### src/rtl/bin2bcd_pkg.sv
// Shared constants, FSM encoding and scoreboard-free helpers for the
// sequential 16-bit binary to BCD converter (double-dabble).
package bin2bcd_pkg;

    // Default width of the binary operand.
    localparam int LARGURA_BIN = 16;

    // Default number of BCD digits produced (65535 needs five).
    localparam int NUM_DIGITOS = 5;

    // One shift per input bit, so a conversion takes this many cycles.
    localparam int NUM_CICLOS = 16;

    // Controller states.
    typedef enum logic [1:0] {
        OCIOSO   = 2'd0,
        CONVERTE = 2'd1,
        PRONTO   = 2'd2
    } estado_t;

endpackage

### src/rtl/ajuste_bcd.sv
// Per-digit double-dabble correction: a digit of 5 or more gets 3 added so
// that the following left shift carries correctly into the next decade.
module ajuste_bcd (
    input  logic [3:0] digito_i,
    output logic [3:0] digito_o
);

    // Add-3 correction for digits in the range 5..9.
    always_comb begin
        if (digito_i >= 4'd5) begin
            digito_o = digito_i + 4'd3;
        end else begin
            digito_o = digito_i;
        end
    end

endmodule

### src/rtl/bin2bcd_16b.sv
// Sequential binary to packed-BCD converter. A start request captures the
// operand, then one double-dabble step runs per clock; the previous result
// stays visible on bcd/ndigitos until the new one is complete.
module bin2bcd_16b
    import bin2bcd_pkg::estado_t;
    import bin2bcd_pkg::OCIOSO;
    import bin2bcd_pkg::CONVERTE;
    import bin2bcd_pkg::PRONTO;
    import bin2bcd_pkg::NUM_CICLOS;
#(
    parameter int LARGURA_BIN = bin2bcd_pkg::LARGURA_BIN,
    parameter int NUM_DIGITOS = bin2bcd_pkg::NUM_DIGITOS
) (
    input  logic                                 clk,
    input  logic                                 rst,
    input  logic                                 inicio,
    input  logic [LARGURA_BIN-1:0]               binario,
    output logic [4*NUM_DIGITOS-1:0]             bcd,
    output logic [$clog2(NUM_DIGITOS+1)-1:0]     ndigitos,
    output logic                                 ocupado,
    output logic                                 fim
);

    localparam int LARGURA_BCD  = 4 * NUM_DIGITOS;
    localparam int LARGURA_ND   = $clog2(NUM_DIGITOS + 1);
    localparam int LARGURA_CONT = $clog2(NUM_CICLOS);

    localparam logic [LARGURA_CONT-1:0] ULTIMO_CICLO = LARGURA_CONT'(NUM_CICLOS - 1);

    estado_t                 estado_q, estado_d;
    logic [LARGURA_BIN-1:0]  desl_q, desl_d;     // operand shift register
    logic [LARGURA_BCD-1:0]  acc_q, acc_d;       // BCD accumulator
    logic [LARGURA_CONT-1:0] cont_q, cont_d;     // shifts performed so far
    logic [LARGURA_BCD-1:0]  bcd_q, bcd_d;       // visible result
    logic [LARGURA_ND-1:0]   ndig_q, ndig_d;     // visible digit count

    logic [LARGURA_BCD-1:0]  acc_corr;           // accumulator after add-3
    logic [LARGURA_BCD-1:0]  acc_desl;           // accumulator after shift
    logic [LARGURA_BIN-1:0]  desl_desl;          // operand after shift
    logic [LARGURA_ND-1:0]   ndig_calc;          // digit count of acc_desl

    for (genvar g = 0; g < NUM_DIGITOS; g++) begin : g_ajuste
        ajuste_bcd u_ajuste (
            .digito_i (acc_q[4*g +: 4]),
            .digito_o (acc_corr[4*g +: 4])
        );
    end

    // One double-dabble step: shift the corrected accumulator and operand as one word.
    always_comb begin
        {acc_desl, desl_desl} = {acc_corr, desl_q} << 1;
    end

    // Significant digits of the freshly shifted accumulator; zero counts as one digit.
    always_comb begin
        ndig_calc = LARGURA_ND'(1);
        for (int i = 1; i < NUM_DIGITOS; i++) begin
            if (acc_desl[4*i +: 4] != 4'd0) begin
                ndig_calc = LARGURA_ND'(i + 1);
            end
        end
    end

    // Next-state and datapath control.
    // NOTE: every variable gets its hold value first, so no path through the case leaves one unassigned and no latch is inferred.
    always_comb begin
        estado_d = estado_q;
        desl_d   = desl_q;
        acc_d    = acc_q;
        cont_d   = cont_q;
        bcd_d    = bcd_q;
        ndig_d   = ndig_q;

        case (estado_q)
            OCIOSO, PRONTO: begin
                if (inicio) begin
                    desl_d   = binario;
                    acc_d    = '0;
                    cont_d   = '0;
                    estado_d = CONVERTE;
                end
            end
            CONVERTE: begin
                acc_d  = acc_desl;
                desl_d = desl_desl;
                cont_d = cont_q + 1'b1;
                if (cont_q == ULTIMO_CICLO) begin
                    bcd_d    = acc_desl;
                    ndig_d   = ndig_calc;
                    estado_d = PRONTO;
                end
            end
            default: begin
                estado_d = OCIOSO;
            end
        endcase
    end

    // State and datapath registers with asynchronous reset.
    // NOTE: non-blocking assignments so every register samples the pre-edge values of the others.
    always_ff @(posedge clk or posedge rst) begin
        if (rst) begin
            estado_q <= OCIOSO;
            desl_q   <= '0;
            acc_q    <= '0;
            cont_q   <= '0;
            bcd_q    <= '0;
            ndig_q   <= LARGURA_ND'(1);
        end else begin
            estado_q <= estado_d;
            desl_q   <= desl_d;
            acc_q    <= acc_d;
            cont_q   <= cont_d;
            bcd_q    <= bcd_d;
            ndig_q   <= ndig_d;
        end
    end

    assign bcd      = bcd_q;
    assign ndigitos = ndig_q;
    assign ocupado  = (estado_q == CONVERTE);
    assign fim      = (estado_q == PRONTO);

endmodule

### config.mk
export PLATFORM = sky130hd
export DESIGN_NAME = bin2bcd_16b
export DESIGN_NICKNAME = d
export VERILOG_FILES = /design/src/rtl/bin2bcd_pkg.sv /design/src/rtl/ajuste_bcd.sv /design/src/rtl/bin2bcd_16b.sv
export SDC_FILE = /design/constraint.sdc
export NUM_CORES = 1
export LEC_CHECK = 0
export CAP_MARGIN = 10
export CORE_UTILIZATION = 45
export DETAILED_ROUTE_END_ITERATION = 8
export GPL_TIMING_DRIVEN = 0
export PLACE_DENSITY = 0.71
export SLEW_MARGIN = 10
export SYNTH_ARGS = -nofsm -noshare
export SYNTH_HDL_FRONTEND = slang
export SYNTH_SLANG_ARGS = --single-unit
export TNS_END_PERCENT = 20
### constraint.sdc
create_clock -name clk -period 2.15 [get_ports clk]
set_clock_uncertainty 0.15 [all_clocks]
set_input_delay 0.43 -clock clk [delete_from_list [all_inputs] [get_ports clk]]
set_output_delay 0.43 -clock clk [all_outputs]
set_load 0.05 [all_outputs]
# After elaboration in Yosys (flattened, before gate mapping)
# Cells that the tools add are included.
# classes
n_addsub	6
mul	0
div_mod_pow	0
magnitude_cmp	5
eq_ne	5
shifts	0
mux	18
n_bitwise	0
n_reduce_logical	10
# ops
operator	n
$pmux 20 s2	1
$pmux 16 s2	1
$ge 4x3->1 const B	5
$mux 20	1
$mux 4	5
$add 4x2->4 const B	4
$mux 16	1
$reduce_bool 4->1	4
$mux 3	4
$pmux 4 s2	1
$mux 2	3
$reduce_and 2->1	3
$add 4x1->4 const B	1
$eq 4x4->1 const B	1
$pmux 2 s2	1
$add 3x2->3 const B	1
$eq 2x1->1 const B	1
$eq 2x2->1 const B	1
$logic_not 2->1	1
$ne 2x1->1 const B	1
$ne 2x2->1 const B	1
$reduce_bool 2->1	1
$reduce_or 2->1	1
# word_totals
ff_bits	65
latch_bits	0
ramBits	0
romBits	0
inputBits	19
out_inout_bits	25
word_cells	50
memories	0

# Logic depth before layout (Yosys ltp)
# logic_depth
ltp_word	7
depth_mapped	8
ltp_nobuf	8

# Hierarchy
# Synthesis repeated with hierarchy kept, for this count alone.
# unflattened
cells_unflattened	282
hier_area_um2	3150.5
# modules_own_cells
module	n_inst	cells_each	area_per_inst_um2	seq_area_each_um2
bin2bcd_16b	1	202	2643.8	1627.8
ajuste_bcd	5	16	101.3	0.0

# Worst setup path after synthesis
# Ideal clock, no wire load.
# synth_timing
kind	reg-to-output
startpoint	reg estado_q[1]
endpoint	out ocupado
t_arrival_ps	1367
t_required_ps	1570
path_slack_ps	203
path_stages_with_launch	5
cell_sequence	dfrtp_1 nand2b_1 buf_2 inv_1 clkbuf_1
# synth_between
elab_chain_len	1
# synth_rtl
element	line_no	source
from (decl)	bin2bcd_16b.sv:30	estado_t estado_q, estado_d;
from (signal assigned)	bin2bcd_16b.sv:110	estado_q <= estado_d;
$eq 2x1->1	bin2bcd_16b.sv:121	assign ocupado = (estado_q == CONVERTE);
to (decl)	bin2bcd_16b.sv:20	output logic ocupado,
# No other way between the ends.

# Worst setup path after layout
# layout_timing
startpoint	reg bcd_q[3], in the netlist bcd[3]
endpoint	out bcd[3]
# layout_lines
element	line_no	source
from (decl)	bin2bcd_16b.sv:34	logic [LARGURA_BCD-1:0] bcd_q, bcd_d;
from (signal assigned)	bin2bcd_16b.sv:107	bcd_q <= '0;
from (signal assigned)	bin2bcd_16b.sv:114	bcd_q <= bcd_d;
to (decl)	bin2bcd_16b.sv:18	output logic [4*NUM_DIGITOS-1:0] bcd,
# No word-level cell between the ends.

==> impl_summary.txt <==
----------------------------------------------------
[Layout]
  Most common cell after layout, fill and taps aside ... sky130_fd_sc_hd__nand2_1
  Final Instance Area ... 0.00393 mm2
  Fin cells ... between 400 and 500
  Final core utilization ... between 60% and 70%
  Antenna diode count ... 0
  Share of post-route cells with drive strength above 1 ... 12.0%
  Fillers ... 572
  Most frequent cells in the layout ... 87 x sky130_fd_sc_hd__nand2_1, 63 x sky130_fd_sc_hd__dfrtp_1, 39 x sky130_fd_sc_hd__clkdlybuf4s50_1
  Area grow syn2layout ... 28.8%
  Total number of nets in the final design ... between 400 and 500

[Routing]
  1st-iter DRT viols ... roughly 130
  Aggregate routed wire length ... roughly 7 mm
  Via count ... roughly 2.5k
  Number of routed nets with antenna violations ... 0
  DRT Pass-1 Iters ... 8
  DRC errors left ... 2
  Detailed-route wire length per cell ... about 15 um
  Mean number of vias per cell ... around 5.4

[Yosys]
  Cell area after synthesis ... around 0.003 mm2
  Simple-gate portion of the synthesized area ... a little under a fifth
  Mapped Avg Cell Area ... 9.51 um2
  Largest family of logic cells by synthesized area ... simple AND/OR/NAND/NOR gates
  Number of library cell types mapped by synthesis ... 35
  Post-synthesis compound-gate area fraction ... 15.9%
  Mux contribution to synthesized area ... between 2 and 2.5%
  Gate count of the mapped netlist ... about 320
  Total nets after synthesis ... around 350
  Adder-Cell Fraction of Synth Area ... under 10%
  Proportion of synthesized chip area in sequential cells ... approximately 53%
  Xor/xnor cell area share of the yosys netlist ... about 1.4%
  Count of state elements after synthesis ... between 60 and 70
  Count of yosys warnings during synthesis ... 0

[Clock network]
  Clk slew on worst S/H paths ... ~0.070 ns
  Number of buffers created by CTS ... 9
  Worst skew pair latency ... 0.34 ns
  Clock tree root driver cell ... sky130_fd_sc_hd__clkbuf_8
  Clock tree buffer depth ... 2
  Deepest level of the CTS H-tree ... 3
  CTS sink count ... 65
  CTS tree ... built

[Worst setup path]
  Capturing point of the worst reg2reg path ... ndigitos[2]
  Largest stage delay on the critical path ... roughly 0.81 ns
  Req. time, crit path ... approximately 1.6 ns
  Buf+Inv Stages, Crit Path ... 1
  Max stage delay cell, worst path ... sky130_fd_sc_hd__clkdlybuf4s50_1
  Startpoint of the worst register-to-register path ... acc_q[8]
  Kind of end point of the critical path ... output port
  Dominant delay contributor by cell family on the critical path ... buffers and inverters
  Reg2Reg Depth ... 7
  Arrival @ worst endpoint ... between 1.5 and 2 ns
  Critical Path Source Type ... flop
  FF-to-FF setup slack ... about 0.09 ns
  Critical path peak fanout ... 2
  Type of the worst setup path ... flop to output port
  Cell chain of the critical path ... clkdlybuf4s50_1

[Die]
  Vertical die dimension ... around 84 um
  Core outline area ... 0.00646 mm2
  Num ports ... 44
  Die width ... roughly 84 um
  Initial standard-cell utilization of the core ... a little under half
  Cell Rows ... 29
  Overall die area ... a little over 0.007 mm2

[Placed design]
  Placed cell areas ... about 0.0036 mm2
  Port buffer count ... 43
  Hpwl dp ... 4.73 mm
  RePlAce Congestion ... approximately 0.79
  Placed instance count ... 442

[Timing]
  Transition time of the tightest slew-check pin ... between 0.6 and 0.7 ns
  Headroom to the max-slew limit ... 56.3%
  Final Slew Violations ... 0
  Final setup violation count ... 0
  Count of final hold-check violations ... 0
  Share of the cycle needed by the critical path after routing ... 98.1%
  Fmax achieved ... 474 MHz
  Final critical path time including I/O delays and setup ... approximately 2.1 ns

[Global routing]
  Global router's overall resource usage ... between 20% and 30%
  Met3 track demand over resource ... a little under 4%
  GR Layer Usage met1 ... 27.6%
  Via count of the first global-routing pass ... 2,424
  Total grt overflow ... 0
  Grt peak-use layer ... met2
  Pin count of the biggest net entering global routing ... 38
  Global-route track usage on met2 ... between 30% and 40%
  Wire length of the first global-routing pass ... 11.6 mm
  Antenna violations before repair ... 0

[Worst hold path]
  Hold path startpoint ... bcd[6]
  Hold path cells ... 2
  Worst hold path type ... flop to flop
  End point of the most critical hold path ... bcd[6]

[Power and ir drop]
  Part of the power in combinational logic ... roughly half
  Internal power ... roughly 3800 uW
  Clk network pwr share ... 18.4%
  Maximum vdd drop ... between 600 and 700 uV
  Fraction of power spent switching nets ... between 40% and 50%
  Reported net switching power ... roughly 2800 uW
  Power per standard cell area ... ~1700 mW/mm2
  Fraction of power consumed by sequential logic ... about a third
  Leak pwr ... ~0.0018 uW

[Status]
  Failing checks ... DRC
  Run status ... complete, but fails checks

[Run]
  Total of max-cap violations ... 0

----------------------------------------------------
[final cells by class]
class | instances | area (um2) | area share [%]
Timing Repair Buffer | 48 | 482 | 12.2
Tap cell | 77 | 96.3 | 2.45
Multi-Input combinational cell | 228 | 1370 | 34.8
Sequential cell | 65 | 1630 | 41.4
Clock inverter | 2 | 60.1 | 1.53
Buffer | 15 | 75.1 | 1.91
Inverter | 13 | 52.6 | 1.34
Clock buffer | 13 | 169 | 4.30
[power groups by stage]
stage,clock network (uW),registers [uW],logic (uW)
3_3_place_gp,0,2110,2840
3_5_place_dp,0,2130,2940
4_1_cts,1220,2110,2970
5_1_grt,1290,2200,3480
2_1_floorplan,0,2550,1670
6_report,1200,2130,3200
[routing by layer]
layer	wire [um]	part of all wire, %	vias to the layer above
li1	-	-	1211
met1	3230	46	1221
met2	3400	48	71
met3	285	4.1	9
met4	100	1.4	0
met5	0	0	-
[timing repair]
action | 4_1_cts | 5_1_grt
buffers inserted | 0 | 4
setup endpoints to repair | 6 | 5
pin swaps | 0 | 5
hold buffers | 0 | 0
gates cloned | 0 | 0
gates resized for setup | 11 | 18
[worst max path at each step]
stage	from	endpoint	slack [ns]	cells past startpoint
2_1_floorplan	estado_q[1]	ocupado	0.20	4
3_3_place_gp	estado_q[1]	ocupado	-0.53	5
3_5_place_dp	estado_q[1]	ocupado	-0.54	5
4_1_cts	estado_q[1]	ocupado	-0.05	5
5_1_grt	acc_q[13]	ndigitos[1]	-0.005	8
6_report	bcd[3]	bcd[3]	0.04	1
[flip-flops by register name (all words and copies together), names as in the netlist]
signal    flops
bcd          20
desl_q       16
cont_q        4
acc_q        20
estado_q      2
ndigitos      3
[stage by stage]
| stage | power (uW) | setup TNS, ns | hold slack, ns | worst slack, ns |
|---|---|---|---|---|
| 3_3_place_gp | 4950 | -4.99 | 0.309 | -0.531 |
| 4_1_cts | 6310 | -0.0500 | 0.333 | -0.0500 |
| 5_1_grt | 6980 | -0.00486 | 0.348 | -0.00486 |
| 2_1_floorplan | 4220 | 0 | 0.296 | 0.203 |
| 3_5_place_dp | 5080 | -5.99 | 0.316 | -0.537 |
| 6_report | 6530 | 0 | 0.328 | 0.0404 |
[Yosys cell counts]
cell type                  number  share of area, %
sky130_fd_sc_hd__a21o_1         1              0.25
sky130_fd_sc_hd__a21oi_1       11               1.8
sky130_fd_sc_hd__a21oi_2        1              0.29
sky130_fd_sc_hd__a21oi_4        1              0.53
sky130_fd_sc_hd__a22o_1         9               2.6
sky130_fd_sc_hd__a22o_2         1              0.33
sky130_fd_sc_hd__a22oi_1       15               3.7
sky130_fd_sc_hd__a31oi_1        1              0.20
sky130_fd_sc_hd__and3_1         2              0.41
sky130_fd_sc_hd__buf_1          1              0.12
sky130_fd_sc_hd__buf_2          3              0.49
sky130_fd_sc_hd__buf_6          1              0.37
sky130_fd_sc_hd__clkbuf_1      10               1.2
sky130_fd_sc_hd__dfrtp_1       64                52
sky130_fd_sc_hd__dfstp_2        1              0.86
sky130_fd_sc_hd__ha_1          11               4.5
sky130_fd_sc_hd__inv_1         13               1.6
sky130_fd_sc_hd__mux2_2         1              0.37
sky130_fd_sc_hd__mux2i_1        6               2.0
sky130_fd_sc_hd__nand2_1       87                11
sky130_fd_sc_hd__nand2b_1       7               1.4
sky130_fd_sc_hd__nand2b_2       1              0.29
sky130_fd_sc_hd__nand3_1        6              0.98
sky130_fd_sc_hd__nand3b_1       1              0.25
sky130_fd_sc_hd__nand4_1        2              0.41
sky130_fd_sc_hd__nor2_1         8              0.98
sky130_fd_sc_hd__nor2b_1        1              0.20
sky130_fd_sc_hd__nor3_1         4              0.66
sky130_fd_sc_hd__nor3b_1        7               1.7
sky130_fd_sc_hd__nor4b_2        1              0.49
sky130_fd_sc_hd__o21a_1         2              0.49
sky130_fd_sc_hd__o21ai_0       34               5.6
sky130_fd_sc_hd__o21ai_1        1              0.16
sky130_fd_sc_hd__or2_2          1              0.20
sky130_fd_sc_hd__xnor2_1        5               1.4
[cells by family (layout without fill, tap and decap cells)]
family	Yosys count	in the layout
muxes	7	7
AOI/OAI and AO/OA	77	77
and+or+nand+nor	128	128
DFF	65	65
buffers and inverters	28	91
adders and majority gates	11	11
xor gates and xnor gates	5	5
No activity file was read; power rests on OpenSTA's default activity.
